`src/rtl/kw_search_pkg.sv`:
```
// -----------------------------------------------------------------------------
// kw_search_pkg
// Shared types and default sizes for the keyword-search sequencer.
//   kw_state_t  : controller state encoding
//   DEF_*       : default parameter values used by the top, interface and bench
// -----------------------------------------------------------------------------
package kw_search_pkg;

    typedef enum logic [2:0] {
        IDLE,
        LOAD,
        SEARCH,
        DRAIN,
        DONE
    } kw_state_t;

    localparam int DEF_CHAR_W     = 8;
    localparam int DEF_KEY_LEN    = 8;
    localparam int DEF_DICT_DEPTH = 256;
    localparam int DEF_ADDR_W     = 8;
    localparam int DEF_CMP_LAT    = 2;

endpackage

```
`src/rtl/kw_search_ctrl_if.sv`:
```
// -----------------------------------------------------------------------------
// kw_search_ctrl_if
// Bundles the host-side control/status and datapath-side signals of the
// keyword-search sequencer.
//   master : the controller (drives char_ready, ice, ls, sce, scan_addr and
//            the status/result outputs)
//   slave  : the environment (host + datapath; drives start, abort,
//            char_valid, cmp_out)
// -----------------------------------------------------------------------------
interface kw_search_ctrl_if
    import kw_search_pkg::*;
#(
    parameter int CHAR_W = DEF_CHAR_W,
    parameter int ADDR_W = DEF_ADDR_W
);
    logic              start;
    logic              abort;
    logic              char_valid;
    logic              char_ready;
    logic              ice;
    logic              ls;
    logic              sce;
    logic [ADDR_W-1:0] scan_addr;
    logic [CHAR_W-1:0] cmp_out;
    logic              busy;
    logic              done;
    logic              hit;
    logic [ADDR_W-1:0] hit_addr;
    logic [CHAR_W-1:0] hit_code;

    modport master (
        input  start, abort, char_valid, cmp_out,
        output char_ready, ice, ls, sce, scan_addr,
               busy, done, hit, hit_addr, hit_code
    );

    modport slave (
        output start, abort, char_valid, cmp_out,
        input  char_ready, ice, ls, sce, scan_addr,
               busy, done, hit, hit_addr, hit_code
    );
endinterface

```
`src/rtl/kw_tag_pipe.sv`:
```
// -----------------------------------------------------------------------------
// kw_tag_pipe
// DEPTH-stage shift line carrying {valid, address} so each comparator result
// can be matched to the dictionary address that produced it.
//   clk       : clock
//   clr       : synchronous clear of every stage (reset, abort, idle)
//   in_valid  : an address is being issued this cycle
//   in_addr   : the issued address
//   out_valid : tag emerging DEPTH cycles after issue is valid
//   out_addr  : address belonging to that tag
// -----------------------------------------------------------------------------
module kw_tag_pipe #(
    parameter int ADDR_W = 8,
    parameter int DEPTH  = 2
) (
    input  logic              clk,
    input  logic              clr,
    input  logic              in_valid,
    input  logic [ADDR_W-1:0] in_addr,
    output logic              out_valid,
    output logic [ADDR_W-1:0] out_addr
);

    logic [ADDR_W:0] stage [DEPTH];

    // NOTE: every stage is cleared, not just the valid bits; the array is a
    // handful of flops, and a stale address must never be tagged valid after
    // an abort flushes the line.
    always_ff @(posedge clk) begin
        if (clr) begin
            for (int i = 0; i < DEPTH; i++) stage[i] <= '0;
        end else begin
            stage[0] <= {in_valid, in_addr};
            for (int i = 1; i < DEPTH; i++) stage[i] <= stage[i-1];
        end
    end

    assign out_valid = stage[DEPTH-1][ADDR_W];
    assign out_addr  = stage[DEPTH-1][ADDR_W-1:0];

endmodule

```
`src/rtl/kw_search_ctrl.sv`:
```
// -----------------------------------------------------------------------------
// kw_search_ctrl
// Sequencer for the keyword-encoder datapath. One search per start: accept
// KEY_LEN query characters (ice/ls pulse per accept), then sweep dictionary
// addresses with sce high, sampling cmp_out CMP_LAT cycles after each address.
// The first nonzero sample ends the search as a hit; otherwise the sweep ends
// as a miss. Either way a one-cycle done pulse follows.
//   clk, rst_n : clock, synchronous active-low reset
//   bus        : kw_search_ctrl_if.master (handshake, datapath controls,
//                status and result outputs)
// -----------------------------------------------------------------------------
module kw_search_ctrl
    import kw_search_pkg::*;
#(
    parameter int CHAR_W     = DEF_CHAR_W,
    parameter int KEY_LEN    = DEF_KEY_LEN,
    parameter int DICT_DEPTH = DEF_DICT_DEPTH,
    parameter int ADDR_W     = DEF_ADDR_W,
    parameter int CMP_LAT    = DEF_CMP_LAT
) (
    input logic              clk,
    input logic              rst_n,
    kw_search_ctrl_if.master bus
);

    localparam int                CNT_W     = $clog2(KEY_LEN + 1);
    localparam logic [CNT_W-1:0]  LAST_CHAR = CNT_W'(KEY_LEN - 1);
    localparam logic [ADDR_W-1:0] LAST_ADDR = ADDR_W'(DICT_DEPTH - 1);
    localparam logic [CHAR_W-1:0] NO_MATCH  = '0;

    kw_state_t         state;
    logic [CNT_W-1:0]  char_cnt;
    logic [ADDR_W-1:0] scan_addr_q;
    logic [ADDR_W-1:0] hit_addr_q;
    logic [CHAR_W-1:0] hit_code_q;
    logic              char_ready_q;
    logic              sce_q;
    logic              busy_q;
    logic              done_q;
    logic              hit_q;

    logic              accept;
    logic              scanning;
    logic              pipe_clr;
    logic              tag_valid;
    logic [ADDR_W-1:0] tag_addr;
    logic              sample_valid;
    logic              sample_hit;
    logic              last_sample;

    // ice/ls must act in the accept cycle itself, so they are the only
    // combinational controls; everything else is registered with the state.
    assign accept   = bus.char_valid & char_ready_q;
    assign scanning = (state == SEARCH) || (state == DRAIN);

    // The line is held empty outside the sweep, so a new search never sees
    // tags left over from the previous one.
    assign pipe_clr = !rst_n || bus.abort || !scanning;

    kw_tag_pipe #(
        .ADDR_W (ADDR_W),
        .DEPTH  (CMP_LAT)
    ) u_tag_pipe (
        .clk       (clk),
        .clr       (pipe_clr),
        .in_valid  (state == SEARCH),
        .in_addr   (scan_addr_q),
        .out_valid (tag_valid),
        .out_addr  (tag_addr)
    );

    assign sample_valid = scanning && tag_valid;
    assign sample_hit   = sample_valid && (bus.cmp_out != NO_MATCH);
    assign last_sample  = sample_valid && (tag_addr == LAST_ADDR);

    // NOTE: all state and registered outputs use non-blocking assignments so
    // every branch below reads the pre-edge values, independent of order.
    always_ff @(posedge clk) begin
        if (!rst_n) begin
            state        <= IDLE;
            char_cnt     <= '0;
            scan_addr_q  <= '0;
            char_ready_q <= 1'b0;
            sce_q        <= 1'b0;
            busy_q       <= 1'b0;
            done_q       <= 1'b0;
            hit_q        <= 1'b0;
            hit_addr_q   <= '0;
            hit_code_q   <= '0;
        end else if (bus.abort) begin
            // Results are deliberately kept; only the sequencing is dropped.
            state        <= IDLE;
            char_ready_q <= 1'b0;
            sce_q        <= 1'b0;
            busy_q       <= 1'b0;
            done_q       <= 1'b0;
        end else begin
            done_q <= 1'b0;
            case (state)
                IDLE: begin
                    if (bus.start) begin
                        state        <= LOAD;
                        char_cnt     <= '0;
                        hit_q        <= 1'b0;
                        hit_addr_q   <= '0;
                        hit_code_q   <= '0;
                        char_ready_q <= 1'b1;
                        busy_q       <= 1'b1;
                    end
                end
                LOAD: begin
                    if (accept) begin
                        char_cnt <= char_cnt + 1'b1;
                        if (char_cnt == LAST_CHAR) begin
                            state        <= SEARCH;
                            char_ready_q <= 1'b0;
                            sce_q        <= 1'b1;
                            scan_addr_q  <= '0;
                        end
                    end
                end
                SEARCH, DRAIN: begin
                    if (sample_hit) begin
                        state      <= DONE;
                        sce_q      <= 1'b0;
                        done_q     <= 1'b1;
                        hit_q      <= 1'b1;
                        hit_addr_q <= tag_addr;
                        hit_code_q <= bus.cmp_out;
                    end else if (state == DRAIN) begin
                        if (last_sample) begin
                            state  <= DONE;
                            sce_q  <= 1'b0;
                            done_q <= 1'b1;
                        end
                    end else if (scan_addr_q == LAST_ADDR) begin
                        // Last address issued; hold it while results drain.
                        state <= DRAIN;
                    end else begin
                        scan_addr_q <= scan_addr_q + 1'b1;
                    end
                end
                DONE: begin
                    state  <= IDLE;
                    busy_q <= 1'b0;
                end
                default: state <= IDLE;
            endcase
        end
    end

    assign bus.char_ready = char_ready_q;
    assign bus.ice        = accept;
    assign bus.ls         = accept;
    assign bus.sce        = sce_q;
    assign bus.scan_addr  = scan_addr_q;
    assign bus.busy       = busy_q;
    assign bus.done       = done_q;
    assign bus.hit        = hit_q;
    assign bus.hit_addr   = hit_addr_q;
    assign bus.hit_code   = hit_code_q;

endmodule

```
`src/flat_wrapper.sv`:
```
// flat-port wrapper written by rule: the top's interface ports become plain ports
module kw_search_ctrl_flat import kw_search_pkg::*;
#(
    parameter int CHAR_W     = DEF_CHAR_W,
    parameter int KEY_LEN    = DEF_KEY_LEN,
    parameter int DICT_DEPTH = DEF_DICT_DEPTH,
    parameter int ADDR_W     = DEF_ADDR_W,
    parameter int CMP_LAT    = DEF_CMP_LAT
)
  (clk, rst_n, bus_start, bus_abort, bus_char_valid, bus_cmp_out, bus_char_ready, bus_ice, bus_ls, bus_sce, bus_scan_addr, bus_busy, bus_done, bus_hit, bus_hit_addr, bus_hit_code);
  kw_search_ctrl_if #(.CHAR_W(CHAR_W), .ADDR_W(ADDR_W)) bus_i ();
  input logic clk;
  input logic rst_n;
  input wire logic [$bits(bus_i.start)-1:0] bus_start;
  input wire logic [$bits(bus_i.abort)-1:0] bus_abort;
  input wire logic [$bits(bus_i.char_valid)-1:0] bus_char_valid;
  input wire logic [$bits(bus_i.cmp_out)-1:0] bus_cmp_out;
  output wire logic [$bits(bus_i.char_ready)-1:0] bus_char_ready;
  output wire logic [$bits(bus_i.ice)-1:0] bus_ice;
  output wire logic [$bits(bus_i.ls)-1:0] bus_ls;
  output wire logic [$bits(bus_i.sce)-1:0] bus_sce;
  output wire logic [$bits(bus_i.scan_addr)-1:0] bus_scan_addr;
  output wire logic [$bits(bus_i.busy)-1:0] bus_busy;
  output wire logic [$bits(bus_i.done)-1:0] bus_done;
  output wire logic [$bits(bus_i.hit)-1:0] bus_hit;
  output wire logic [$bits(bus_i.hit_addr)-1:0] bus_hit_addr;
  output wire logic [$bits(bus_i.hit_code)-1:0] bus_hit_code;
  assign bus_i.start = bus_start;
  assign bus_i.abort = bus_abort;
  assign bus_i.char_valid = bus_char_valid;
  assign bus_i.cmp_out = bus_cmp_out;
  assign bus_char_ready = bus_i.char_ready;
  assign bus_ice = bus_i.ice;
  assign bus_ls = bus_i.ls;
  assign bus_sce = bus_i.sce;
  assign bus_scan_addr = bus_i.scan_addr;
  assign bus_busy = bus_i.busy;
  assign bus_done = bus_i.done;
  assign bus_hit = bus_i.hit;
  assign bus_hit_addr = bus_i.hit_addr;
  assign bus_hit_code = bus_i.hit_code;
  kw_search_ctrl #(.CHAR_W(CHAR_W), .KEY_LEN(KEY_LEN), .DICT_DEPTH(DICT_DEPTH), .ADDR_W(ADDR_W), .CMP_LAT(CMP_LAT)) u_core (.clk(clk), .rst_n(rst_n), .bus(bus_i));
endmodule
```
`config.mk`:
```
export PLATFORM = sky130hd
export DESIGN_NAME = kw_search_ctrl_flat
export DESIGN_NICKNAME = d
export VERILOG_FILES = /design/src/rtl/kw_search_pkg.sv /design/src/rtl/kw_search_ctrl_if.sv /design/src/rtl/kw_tag_pipe.sv /design/src/rtl/kw_search_ctrl.sv /design/src/flat_wrapper.sv
export SDC_FILE = /design/constraint.sdc
export NUM_CORES = 1
export LEC_CHECK = 0
export CAP_MARGIN = 20
export CORE_MARGIN = 2
export CORE_UTILIZATION = 50
export CTS_CLUSTER_SIZE = 30
export DETAILED_ROUTE_END_ITERATION = 8
export GPL_TIMING_DRIVEN = 0
export MAX_ROUTING_LAYER = met4
export PLACE_DENSITY_LB_ADDON = 0.08
export SETUP_SLACK_MARGIN = 0.15
export SYNTH_ARGS = -nofsm -noshare
export SYNTH_HDL_FRONTEND = slang
export SYNTH_SLANG_ARGS = --single-unit
```
`constraint.sdc`:
```
create_clock -name clk -period 2.2 [get_ports clk]
set_input_delay 0.44 -clock clk [delete_from_list [all_inputs] [get_ports clk]]
set_output_delay 0.44 -clock clk [all_outputs]
set_load 0.02 [all_outputs]
```
==> impl_results.md <==
- IO Port Bufs: 42
- Gate power share: 0.072
- Die area: 0.00508 sq mm
- FF+latch count, synth: 54
- Crit. End Element: output port
- Area growth, synth to finish: 29.9%
- VDD IR-drop max: 0.302 mV
- Synth cell types: 43
- CTS Buf Count: 5
- # nets final: 315
- Setup TNS: 0 ps
- Detailed Place HPWL: 3380 um
- Design Area, Final: 0.00294 sq mm
- Fin util: 0.675
- Avg Inst Size Synth: 9.23 sq um
- P_int: 0.00137 W
- Final hold violations: 0
- Initial antenna violation count: 0
- Reg2reg start: u_core.bus.scan_addr[0]
- Startpoint types: input pin
- Initial Utilization: 0.520
- Sequential share of the synthesized area: 0.478
- Largest net degree at the start of global routing: 17
- Ports: 44
- CP required: 1760 ps
- Die height: 71.3 um
- Deepest clock path buffer count: 2
- DRT iter0 DRCs: 108
- Via count: 1,978
- NetSw: 0.000389 W
- Diodes inserted: 0
- Leak pwr: 1.03 nW
- Root Driver: clkbuf_8
- H-tree Lvls: 2
- Clk_lat worst skew: 300 ps
- Reg2reg end: u_core.bus.scan_addr[5]
- Hold Crit Start: u_core.u_tag_pipe.stage[0][2]
- GRT Util Overall: 0.204
- Hold Crit Endpoint: u_core.u_tag_pipe.stage[0][11]
- DP Area: 0.00275 sq mm
- Hold depth: 1
- Share of layout cells above drive strength 1: 0.0967
- Critical-path maximum fanout: 2
- Syn Inst Count: 245
- Run status: finished, final reports clean
- CP arrival: 1530 ps
- Vias/cell: 5.62
- Max_slew headroom: 0.708
- Drt wl/cell: 14.1 um
- Final Setup Violations: 0
- Clock transition at the registers of the reported paths: 90 ps
- Vias in the first global route: 1,781
- Sequential fraction of design power: 0.563
- PwrDens: 600 mW/mm^2
- First-pass GRT wire length: 8080 um
- # DRC: 0
- WS Path Type: in2out
- Clock network power share: 0.365
- Syn nets: 260
- Clk_skew: 9.21 ps
- Sink Count: 54
- Setup slack, reg-to-reg: 320 ps
- Grt total ovfl: 0
- Period Utilization, post-route: 0.897
- CTS tree: done
- Standard-cell row count: 24
- Final wirelength: 4970 um
- Hold-fix buffers, CTS: 0
- RSZ-0062 raised after global routing: true
- FMAX: 0.507 GHz
- Max cap viols: 0
- Final slew viol count: 0
- Routability cong.: 0.877
- FF-to-FF path depth: 6
- HP Class: reg2reg
- DRT Pass-1 Iters: 4
- Worst-Margin Slew: 438 ps
- Sw frac: 0.221
- Post-layout minimum cycle time: 1970 ps
- Core Box Area: 0.00435 sq mm
- Die width: 71.3 um
- Layout fillers: 372
- Final ANT Viol Nets: 0
- YS warnings: 0
- Netlist Area Pre-Place: 0.00226 sq mm
## power groups by stage
stage | combinational (W) | clock, W | sequential [W]
after CTS | 0.000120 | 0.000666 | 0.000992
after floorplan | 0.0000627 | 0 | 0.00102
after detailed placement | 0.000116 | 0 | 0.00101
final | 0.000127 | 0.000642 | 0.000992
after global placement | 0.000115 | 0 | 0.00101
after global routing | 0.000138 | 0.000700 | 0.000994
## worst max path at each step
stage	cells after the start	end	slack [ps]	from
after floorplan	5	u_core.bus.scan_addr[0]	450	u_core.bus.scan_addr[0]
after global placement	5	u_core.bus.scan_addr[5]	-230	bus_cmp_out[0]
after detailed placement	5	u_core.bus.scan_addr[5]	-250	bus_cmp_out[0]
after CTS	6	u_core.bus.hit_code[0]	150	bus_cmp_out[4]
after global routing	7	u_core.bus.hit_code[0]	130	bus_cmp_out[0]
final	4	bus_ls	230	bus_char_valid
## per-stage QoR
stage / power, W / std cells / hold slack (ps) / worst slack [ps]
after floorplan: 0.00108 / 245 / 406 / 449
after global placement: 0.00113 / 339 / 409 / -231
after detailed placement: 0.00113 / 339 / 410 / -255
after CTS: 0.00178 / 347 / 433 / 154
after global routing: 0.00183 / 352 / 447 / 131
final: 0.00176 / 352 / 429 / 226
## cell usage in the layout, fill, tap and decap left out, types with 4 or more instances in the layout
master / count
nand4_1: 4
dfxtp_1: 54
a211oi_1: 4
a21boi_0: 16
nand3_1: 20
nand2b_1: 7
buf_4: 7
clkbuf_8: 5
nor2_1: 11
nor3_1: 4
o21ai_0: 5
a21oi_1: 5
mux2i_1: 5
nand2_1: 33
clkdlybuf4s50_1: 39
inv_1: 4
a31oi_1: 4
a311oi_1: 4
and2_1: 17
## flip-flops by register name, indices dropped and copies added (netlist names)
signal,cells
u_core.bus.busy,1
u_core.bus.char_ready,1
u_core.bus.done,1
u_core.bus.hit,1
u_core.bus.hit_addr,8
u_core.bus.hit_code,8
u_core.bus.scan_addr,8
u_core.bus.sce,1
u_core.char_cnt,4
u_core.state,3
u_core.u_tag_pipe.stage,18
## cell type report
type | instances | area [sq um] | area share
multi-input cells | 177 | 1150 | 0.391
clock buffers | 5 | 68.8 | 0.0234
repair buffers | 48 | 465 | 0.158
inverters | 4 | 15.0 | 0.00511
plain buffers | 10 | 55.1 | 0.0187
clock inverters | 2 | 38.8 | 0.0132
flip-flops and latches | 54 | 1080 | 0.368
well taps | 52 | 65.1 | 0.0221
## worst max-delay path, cell delays in order
cell             delay, ps
clkdlybuf4s50_1        510
and2_1                 160
buf_4                  100
dlygate4sd2_1          320
## metal layers
metal  part of all wire  vias to the layer above  global-route usage
li1                   -                      991                   -
met1               0.47                      901               0.268
met2               0.46                       79               0.301
met3              0.064                        7              0.0506
met4              0.013                        0              0.0839
met5                  0                        -                   -
## cells in the mapped netlist
master	instances	share of area
xnor2_1	3	0.012
a21o_2	1	0.0039
a311oi_1	4	0.015
o22ai_1	1	0.0028
nand2b_1	7	0.019
nor3b_1	1	0.0033
mux2i_1	5	0.022
a211o_1	1	0.0039
o2111a_1	1	0.0050
a211oi_2	3	0.017
nand2_1	33	0.055
dfxtp_1	54	0.48
buf_4	1	0.0033
o21ai_0	6	0.013
nand4_1	4	0.011
and3_1	2	0.0055
o311a_1	2	0.0088
o31a_1	2	0.0077
clkbuf_1	6	0.010
o221ai_1	1	0.0039
a211oi_1	4	0.013
ha_1	2	0.011
or3_4	1	0.0050
buf_6	1	0.0050
nor3_1	4	0.0088
a41oi_1	1	0.0039
or2_1	1	0.0028
nor2_1	12	0.020
nor2b_1	2	0.0055
and4b_1	1	0.0044
or3_1	1	0.0028
nor4_2	2	0.011
and2_1	17	0.047
nand3_4	1	0.0077
buf_2	2	0.0044
inv_1	4	0.0066
nand3_1	20	0.044
a21oi_1	5	0.011
or4_1	2	0.0066
a31oi_1	4	0.011
nand3b_1	3	0.010
a2111oi_1	1	0.0044
a21boi_0	16	0.053
## kinds of logic (layout without fill, tap and decap cells)
kind of cell / count (synthesis) / after routing / synth area share
compound gates: 53 / 53 / 0.178
mux: 5 / 5 / 0.0221
simple gates: 114 / 114 / 0.270
buf+inv: 14 / 69 / 0.0293
flops: 54 / 54 / 0.478
fa+ha+maj: 2 / 2 / 0.0111
xor+xnor: 3 / 3 / 0.0116
## timing repair
item / 4_1_cts / 5_1_grt
buffers inserted: 1 / 5
pin swaps: 1 / 3
setup endpoints to repair: 9 / 32
resized for setup: 3 / 12
Note: power is estimated with default switching activity, not from simulation.
